--- src/rtl/rr_onehot_arbiter_pkg.sv ---
// Shared definitions for the round-robin one-hot arbiter: FSM state encoding,
// default sizing and the pointer-width helper.
package rr_onehot_arbiter_pkg;

    localparam int unsigned ARB_N_DEF        = 8;
    localparam int unsigned ARB_MAX_HOLD_DEF = 16;

    typedef enum logic {
        ARB_IDLE  = 1'b0,
        ARB_GRANT = 1'b1
    } arb_state_e;

    // Width of an index/pointer into N request lines (at least 1 bit).
    function automatic int unsigned arb_ptr_w(input int unsigned n);
        return (n < 2) ? 1 : $clog2(n);
    endfunction

endpackage

--- src/rtl/rr_pick.sv ---
// Combinational round-robin pick: rotate req right by ptr, find the first set
// bit, rotate the result back into a one-hot pick and its binary index.
module rr_pick
    import rr_onehot_arbiter_pkg::*;
#(
    parameter int unsigned N  = ARB_N_DEF,
    parameter int unsigned PW = arb_ptr_w(N)
) (
    input  logic [N-1:0]  req,
    input  logic [PW-1:0] ptr,
    output logic [N-1:0]  pick,
    output logic [PW-1:0] idx
);

    logic [N-1:0] rot;
    logic         found;
    int unsigned  off;
    int unsigned  src;
    int unsigned  sum;

    always_comb begin
        rot   = '0;
        found = 1'b0;
        off   = 0;
        src   = 0;
        sum   = 0;
        // rot[i] holds the requester i places above ptr (wrapping)
        for (int unsigned i = 0; i < N; i++) begin
            src = i + 32'(ptr);
            if (src >= N) src = src - N;
            rot[PW'(i)] = req[PW'(src)];
        end
        for (int unsigned i = 0; i < N; i++) begin
            if (!found && rot[PW'(i)]) begin
                found = 1'b1;
                off   = i;
            end
        end
        sum = off + 32'(ptr);
        if (sum >= N) sum = sum - N;
        idx  = PW'(sum);
        pick = found ? (N'(1) << idx) : '0;
    end

endmodule

--- src/rtl/rr_onehot_arbiter.sv ---
// Round-robin arbiter driving a registered one-hot grant into the 8:3 encoder,
// with a forced idle cycle between grants. Define ARB_HOLD_TIMEOUT_EN to cap grants at MAX_HOLD cycles.
module rr_onehot_arbiter
    import rr_onehot_arbiter_pkg::*;
#(
    parameter int unsigned N        = ARB_N_DEF,
    parameter int unsigned MAX_HOLD = ARB_MAX_HOLD_DEF
) (
    input  logic         clk,
    input  logic         rst_n,
    input  logic [N-1:0] req,
    input  logic         done,
    output logic [N-1:0] gnt,
    output logic         gnt_valid,
    output logic         timeout
);

    localparam int unsigned PW = arb_ptr_w(N);

    if (N < 2) begin : g_bad_n
        $error("rr_onehot_arbiter: N must be >= 2");
    end
    if (MAX_HOLD < 1) begin : g_bad_hold
        $error("rr_onehot_arbiter: MAX_HOLD must be >= 1");
    end

    arb_state_e    state_q;
    arb_state_e    state_d;
    logic [PW-1:0] ptr;
    logic [PW-1:0] ptr_d;
    logic [PW-1:0] k_q;
    logic [PW-1:0] k_d;
    logic [N-1:0]  gnt_d;
    logic          timeout_d;
    logic [N-1:0]  pick_c;
    logic [PW-1:0] pick_idx_c;
    logic          release_c;
    logic          force_c;

    rr_pick #(.N(N), .PW(PW)) u_pick (
        .req  (req),
        .ptr  (ptr),
        .pick (pick_c),
        .idx  (pick_idx_c)
    );

    assign release_c = done | ~req[k_q];

`ifdef ARB_HOLD_TIMEOUT_EN
    localparam int unsigned HW = $clog2(MAX_HOLD + 1);

    logic [HW-1:0] hold_q;
    logic [HW-1:0] hold_d;

    // Counts cycles the current grant has been visible; zero while idle.
    assign hold_d  = (state_q == ARB_GRANT) ? hold_q + HW'(1) : '0;
    assign force_c = (state_q == ARB_GRANT) && !release_c && (hold_q == HW'(MAX_HOLD - 1));

    always_ff @(posedge clk) begin
        if (!rst_n) begin
            hold_q  <= '0;
            timeout <= 1'b0;
        end else begin
            hold_q  <= hold_d;
            timeout <= timeout_d;
        end
    end
`else
    assign force_c = 1'b0;
    assign timeout = 1'b0;
`endif

    // State and registered outputs
    always_ff @(posedge clk) begin
        if (!rst_n) begin
            state_q   <= ARB_IDLE;
            gnt       <= '0;
            gnt_valid <= 1'b0;
            ptr       <= '0;
            k_q       <= '0;
        end else begin
            state_q   <= state_d;
            gnt       <= gnt_d;
            gnt_valid <= |gnt_d;
            ptr       <= ptr_d;
            k_q       <= k_d;
        end
    end

    // Next state
    always_comb begin
        state_d = state_q;
        unique case (state_q)
            ARB_IDLE:  if (|req)                state_d = ARB_GRANT;
            ARB_GRANT: if (release_c || force_c) state_d = ARB_IDLE;
            default:                            state_d = ARB_IDLE;
        endcase
    end

    // Next grant, pointer and timeout pulse
    always_comb begin
        gnt_d     = gnt;
        ptr_d     = ptr;
        k_d       = k_q;
        timeout_d = 1'b0;
        unique case (state_q)
            ARB_IDLE: begin
                if (|req) begin
                    gnt_d = pick_c;
                    k_d   = pick_idx_c;
                end
            end
            ARB_GRANT: begin
                if (release_c || force_c) begin
                    gnt_d     = '0;
                    ptr_d     = (k_q == PW'(N - 1)) ? '0 : k_q + PW'(1);
                    timeout_d = force_c;
                end
            end
            default: gnt_d = '0;
        endcase
    end

`ifndef ARB_HOLD_TIMEOUT_EN
    logic unused_timeout_d;
    assign unused_timeout_d = timeout_d;
`endif

endmodule

--- config.mk ---
export PLATFORM = sky130hd
export DESIGN_NAME = rr_onehot_arbiter
export DESIGN_NICKNAME = d
export VERILOG_FILES = /design/src/rtl/rr_onehot_arbiter_pkg.sv /design/src/rtl/rr_pick.sv /design/src/rtl/rr_onehot_arbiter.sv
export SDC_FILE = /design/constraint.sdc
export NUM_CORES = 1
export LEC_CHECK = 0
export BUFFER_PORTS_ARGS = -buffer_cell sky130_fd_sc_hd__buf_2
export CORE_MARGIN = 1.5
export CORE_UTILIZATION = 50
export DETAILED_ROUTE_END_ITERATION = 10
export GPL_TIMING_DRIVEN = 0
export PLACE_DENSITY = 0.71
export SYNTH_ARGS = -nofsm -noshare
export SYNTH_HDL_FRONTEND = slang
export SYNTH_HIERARCHICAL = 1
export SYNTH_SLANG_ARGS = --single-unit
--- constraint.sdc ---
create_clock -name clk -period 7 [get_ports clk]
set_input_delay 0.7 -clock clk [delete_from_list [all_inputs] [get_ports clk]]
set_output_delay 0.7 -clock clk [all_outputs]
set_load 0.01 [all_outputs]
==> Word-level counts from Yosys, hierarchy flattened <==
Cells that the tools add are included.
{ "op_classes": {"n_addsub": 18, "order_cmp": 18, "n_eq_ne": 1, "n_shift": 1, "mux": 50, "n_bitwise": 3, "n_reduce_logical": 18} }
{ "op_table": {"columns": ["operator", "n"], "rows": [
  ["3-bit 2-to-1 mux", 14],
  ["3-bit by 4-bit less-than comparator with 1-bit output (second input constant)", 9],
  ["4-bit >= comparator (second input constant)", 8],
  ["1-bit binary-select mux with 3-bit select", 9],
  ["3-bit by 1-bit subtractor with 3-bit output (second input constant)", 9],
  ["8-bit 2-to-1 mux", 3],
  ["1-bit 2-to-1 mux", 20],
  ["3-bit by 3-bit adder with 4-bit output (first input constant)", 4],
  ["8-bit case mux with 2 select lines", 1],
  ["8-bit OR reduction", 2],
  ["2-bit by 3-bit adder with 4-bit output (first input constant)", 2],
  ["1-bit by 3-bit << shifter with 8-bit output (first input constant)", 1],
  ["1-bit logical AND", 7],
  ["1-bit zero test", 7],
  ["1-bit by 3-bit adder with 4-bit output (first input constant)", 1],
  ["3-bit by 3-bit adder with 4-bit output", 1],
  ["3-bit by 4-bit >= comparator with 1-bit output (second input constant)", 1],
  ["2-bit 2-to-1 mux", 2],
  ["2-bit AND reduction", 2],
  ["3-bit by 1-bit adder with 3-bit output (second input constant)", 1],
  ["3-bit equality test (second input constant)", 1],
  ["1-bit inverter", 2],
  ["1-bit case mux with 2 select lines", 1],
  ["1-bit bitwise OR", 1]
]} }
{ "totals": {"register_bits": 16, "output_inout_bits": 10} }

==> Logic depth before layout (Yosys ltp) <==
{ "logic_depth": {"ltp_word": 34, "ltp_mapped": 18} }

==> Modules after synthesis <==
Netlist, hierarchy kept.
{ "modules_own_cells": {"columns": ["mod", "n_inst", "cells_each", "area_each_um2"], "rows": [
  ["rr_onehot_arbiter", 1, 83, 828.3],
  ["rr_pick", 1, 76, 789.5]
]} }

==> Worst setup path after synthesis <==
OpenSTA, ideal clock, no wires.
{ "synth_timing": {"kind": "reg-to-reg", "from": "register ptr[0]", "to": "register gnt_valid", "t_arrival_ps": 4036, "t_required_ps": 6866, "slack_ps": 2830, "path_stages_with_launch": 19, "period_less_slack_ps": 4170, "path_cell_list": "dfxtp_1 > buf_6 > inv_2 > ha_1 > buf_2 > mux2i_1 > mux4_2 > a22oi_2 > or2_0 > buf_6 > o21ai_1 > ha_1 > fa_1 > xnor2_1 > nor2_1 > a22o_1 > nor4_1 > nand3_1 > nor3b_1"} }
{ "synth_via": {"elab_chain_len": 34, "elab_cells_between_ends": 85, "cone_classes": "add/sub: 17; order compare: 9; shift: 1; mux: 43; reduce/logical: 15"} }
{ "synth_rtl": {"columns": ["element", "line", "source"], "rows": [
  ["start: declaration", "rr_onehot_arbiter.sv:29", "logic [PW-1:0] ptr;"],
  ["start signal: assignment", "rr_onehot_arbiter.sv:85", "ptr <= ptr_d;"],
  ["branches (longest 30 deep; another with 1-bit by 3-bit adder with 4-bit output)", null, null],
  ["8-bit 2-to-1 mux (*)", "rr_pick.sv:42", "pick = found ? (N'(1) << idx) : '0;"],
  ["via pick_c[6]", "rr_onehot_arbiter.sv:35", "logic [N-1:0] pick_c;"],
  ["8-bit 2-to-1 mux (*)", "rr_onehot_arbiter.sv:108", "if (|req) begin"],
  ["8-bit case mux with 2 select lines (*)", "rr_onehot_arbiter.sv:106", "unique case (state_q)"],
  ["8-bit OR reduction (*)", "rr_onehot_arbiter.sv:84", "gnt_valid <= |gnt_d;"],
  ["end signal: assignment", "rr_onehot_arbiter.sv:84", null],
  ["end: declaration", "rr_onehot_arbiter.sv:14", "output logic gnt_valid,"]
]} }
Mark *: on every way through the listed nets, which the timed path passes. The select of a mux whose other input is x is not followed.
A chain may end at the register's enable or synchronous reset.

==> Worst setup path after layout <==
{ "layout_timing": {"from": "register ptr[1]", "to": "register gnt_valid"} }
The elaborated chain is that of the path after synthesis.

==> run summary <==
ratio of cells with drive above 1 in the final layout: 27.1%
Clock Power Share: 6.1%
Site Rows: 20
drt pass-1 iters: 4
Final WS setup: 2.22 ns
Final Power: 815 µW
Antenna diodes: 0
DP Worst Slack: 2.32 ns
sw frac: 46.9%
Initial DRC Count: 57
clk_lat worst skew: 0.29 ns
core area: 3050 µm²
DRC viols: 0
critical path data arrival time: 4.95 ns
DRT Wirelength: 3480 µm
sequential power share: 17.7%
Sequential Area: 320 µm²
outcome: completed
die height: 59.9 µm
CTS sink count: 16
setup TNS: 0 ns
NetSw: 382 µW
leakage: 0.730 nW
cts repair resizes: 0
maximum clock insertion buffer count: 2
count leader, synth: mux2i_1
Period Utilization, post-route: 68.2%
Async SR Flop Fraction: 0%
CP required: 7.17 ns
Yosys reg bits: 16
RSZ-0062 raised after global routing: no
FILL cells: 290
Max-slew headroom: 63.8%
Post-synth EDFFs: 0
Die Wd: 59.9 µm
CTS root buf: clkbuf_4
MaxCap Viol Count: 0
Hold Vio Cnt, Final: 0
remaining antenna violation count after routing: 0
top area cells in the synthesized netlist: dfxtp_1 (20%), mux2i_1 (15%), mux4_2 (15%)
Overflow after GRT: 0
post-synthesis cell type count: 41
post-synth top area share: 19.8%
final setup fails: 0
Top FF cell, synth: dfxtp_1
Max Clock Skew: 0.0157 ns
internal power: 433 µW
die footprint: 3590 µm²
Mapped Nets: 176
clk slew on worst S/H paths: 0.10 ns
TritonCTS clock tree: done
Worst-Margin Slew: 0.542 ns
Max FO, Critical Path: 8
cell taking the most area after synthesis: dfxtp_1
CTS buffer count: 3
first-pass GRT wire length: 6050 µm
multi-input logic area: 1230 µm²
Top Ports: 21
initial core utilization: 53.0%
H-tree depth: 1
IR drop worst, VDD: 0.000219 V
number of global-route vias before repair: 1348
Cells after DPL: 222
All-Layer GR Usage: 21.9%
Ys Warns: 6
Slew Viols, Final: 0
min Tclk post-route: 4.78 ns
WL/cell: 15.4 µm
Post-CTS Hold Fix Bufs: 0
crit path kind: reg2reg
DP Area: 1770 µm²
nets: 200
design area: 1790 µm²
FMAX: 0.209 GHz
area grow syn2layout: 10.7%
Post-DP HPWL: 2730 µm
PD cells: 455 nW/µm²
syn_area_per_cell: 10.2 µm²
sequential area share after synthesis: 19.8%
pin count of the biggest net entering global routing: 11
Hold WC Path Type: reg2reg
vias per cell: 6.10
RD Place Congestion: 0.781
most frequent cells after synthesis: mux2i_1 (25), nor2_1 (23), dfxtp_1 (16), mux4_2 (11), a22o_1 (8)
CP endpoint kind: flop
Vias: 1372
Cell Area, Synth: 1620 µm²
Post-Syn Instances: 159
Finished Layout Cells: 225
postcts setup bufs: 0
Comb pwr share: 76.2%
startpoint types: flop
Port Buffer Count: 19
initial antenna violation count: 0
## final timing paths
kind	cells past startpoint	slack [ns]	endpoint	startpoint
max	17	2.22	gnt_valid	ptr[1]
min	2	0.54	gnt[6]	gnt[6]
max reg2reg	17	2.22	gnt_valid	ptr[1]
min reg2reg	2	0.54	gnt[6]	gnt[6]
## power by group through the flow
| stage | registers, mW | logic, mW | clock network, mW |
|---|---|---|---|
| 4_1_cts | 0.144 | 0.618 | 0.0516 |
| 3_5_place_dp | 0.146 | 0.615 | 0 |
| 6_report | 0.144 | 0.621 | 0.0501 |
| 3_3_place_gp | 0.145 | 0.593 | 0 |
| 2_1_floorplan | 0.144 | 0.507 | 0 |
| 5_1_grt | 0.148 | 0.683 | 0.0557 |
## placed cells by master, fill, tap and decap left out, drive strengths merged, types with 5 or more instances in the layout
master	count
a22o	8
ha	5
mux4	13
clkbuf	5
mux2i	26
nor2b	6
nor4	7
buf	25
nor2	23
dfxtp	16
## cells by family (layout without fill, tap and decap cells)
group | Yosys count | in the layout | share of synthesized area (%)
DFF | 16 | 16 | 19.8
adders and majority gates | 6 | 6 | 5.10
muxes | 40 | 40 | 36.1
AOI/OAI and AO/OA | 25 | 25 | 13.5
other | 1 | 1 | 0.232
and+or+nand+nor | 54 | 54 | 18.1
buffers and inverters | 12 | 34 | 4.41
xor gates and xnor gates | 5 | 5 | 2.71
## state kept, by name, summed over array words and instances (netlist names)
| register | flops |
|---|---|
| gnt | 8 |
| gnt_valid | 1 |
| k_q | 3 |
| ptr | 3 |
| state_q | 1 |
## per-stage QoR
| stage | hold slack [ns] | utilization, % |
|---|---|---|
| after floorplan | 0.488 | - |
| after global placement | 0.495 | 57.9 |
| after detailed placement | 0.510 | 57.9 |
| after CTS | 0.535 | 58.6 |
| after global routing | 0.568 | 58.6 |
| final | 0.538 | 58.6 |
## worst max-delay path, cell delays in order (launching register included)
cell and delay, ns:
dfxtp_1 0.44, buf_2 0.26, inv_1 0.11, ha_1 0.28, buf_2 0.22, mux4_2 0.55
mux2i_1 0.29, o21ai_0 0.19, a211oi_1 0.28, o21ai_1 0.10, ha_1 0.20, fa_1 0.41
xnor2_1 0.42, nor2_1 0.13, a22o_1 0.23, nor4_1 0.31, nand3_1 0.10, nor3b_1 0.15
## layer usage
layer | vias up | routed length [µm] | global-route usage (%)
met2 | 41 | 1720 | 37.9
met1 | 667 | 1570 | 28.3
met5 | - | 0 | 0
met4 | 0 | 32 | 4.76
met3 | 6 | 158 | 4.33
li1 | 658 | - | -
## final cells by class
class                           instances  area share (%)
Sequential cell                        16            17.9
Tap cell                               44            3.07
Timing Repair Buffer                   19            5.31
Inverter                                4           0.839
Clock buffer                            3            1.26
Buffer                                  8            3.14
Multi-Input combinational cell        131            68.5
Note: power is estimated with default switching activity, not from simulation.
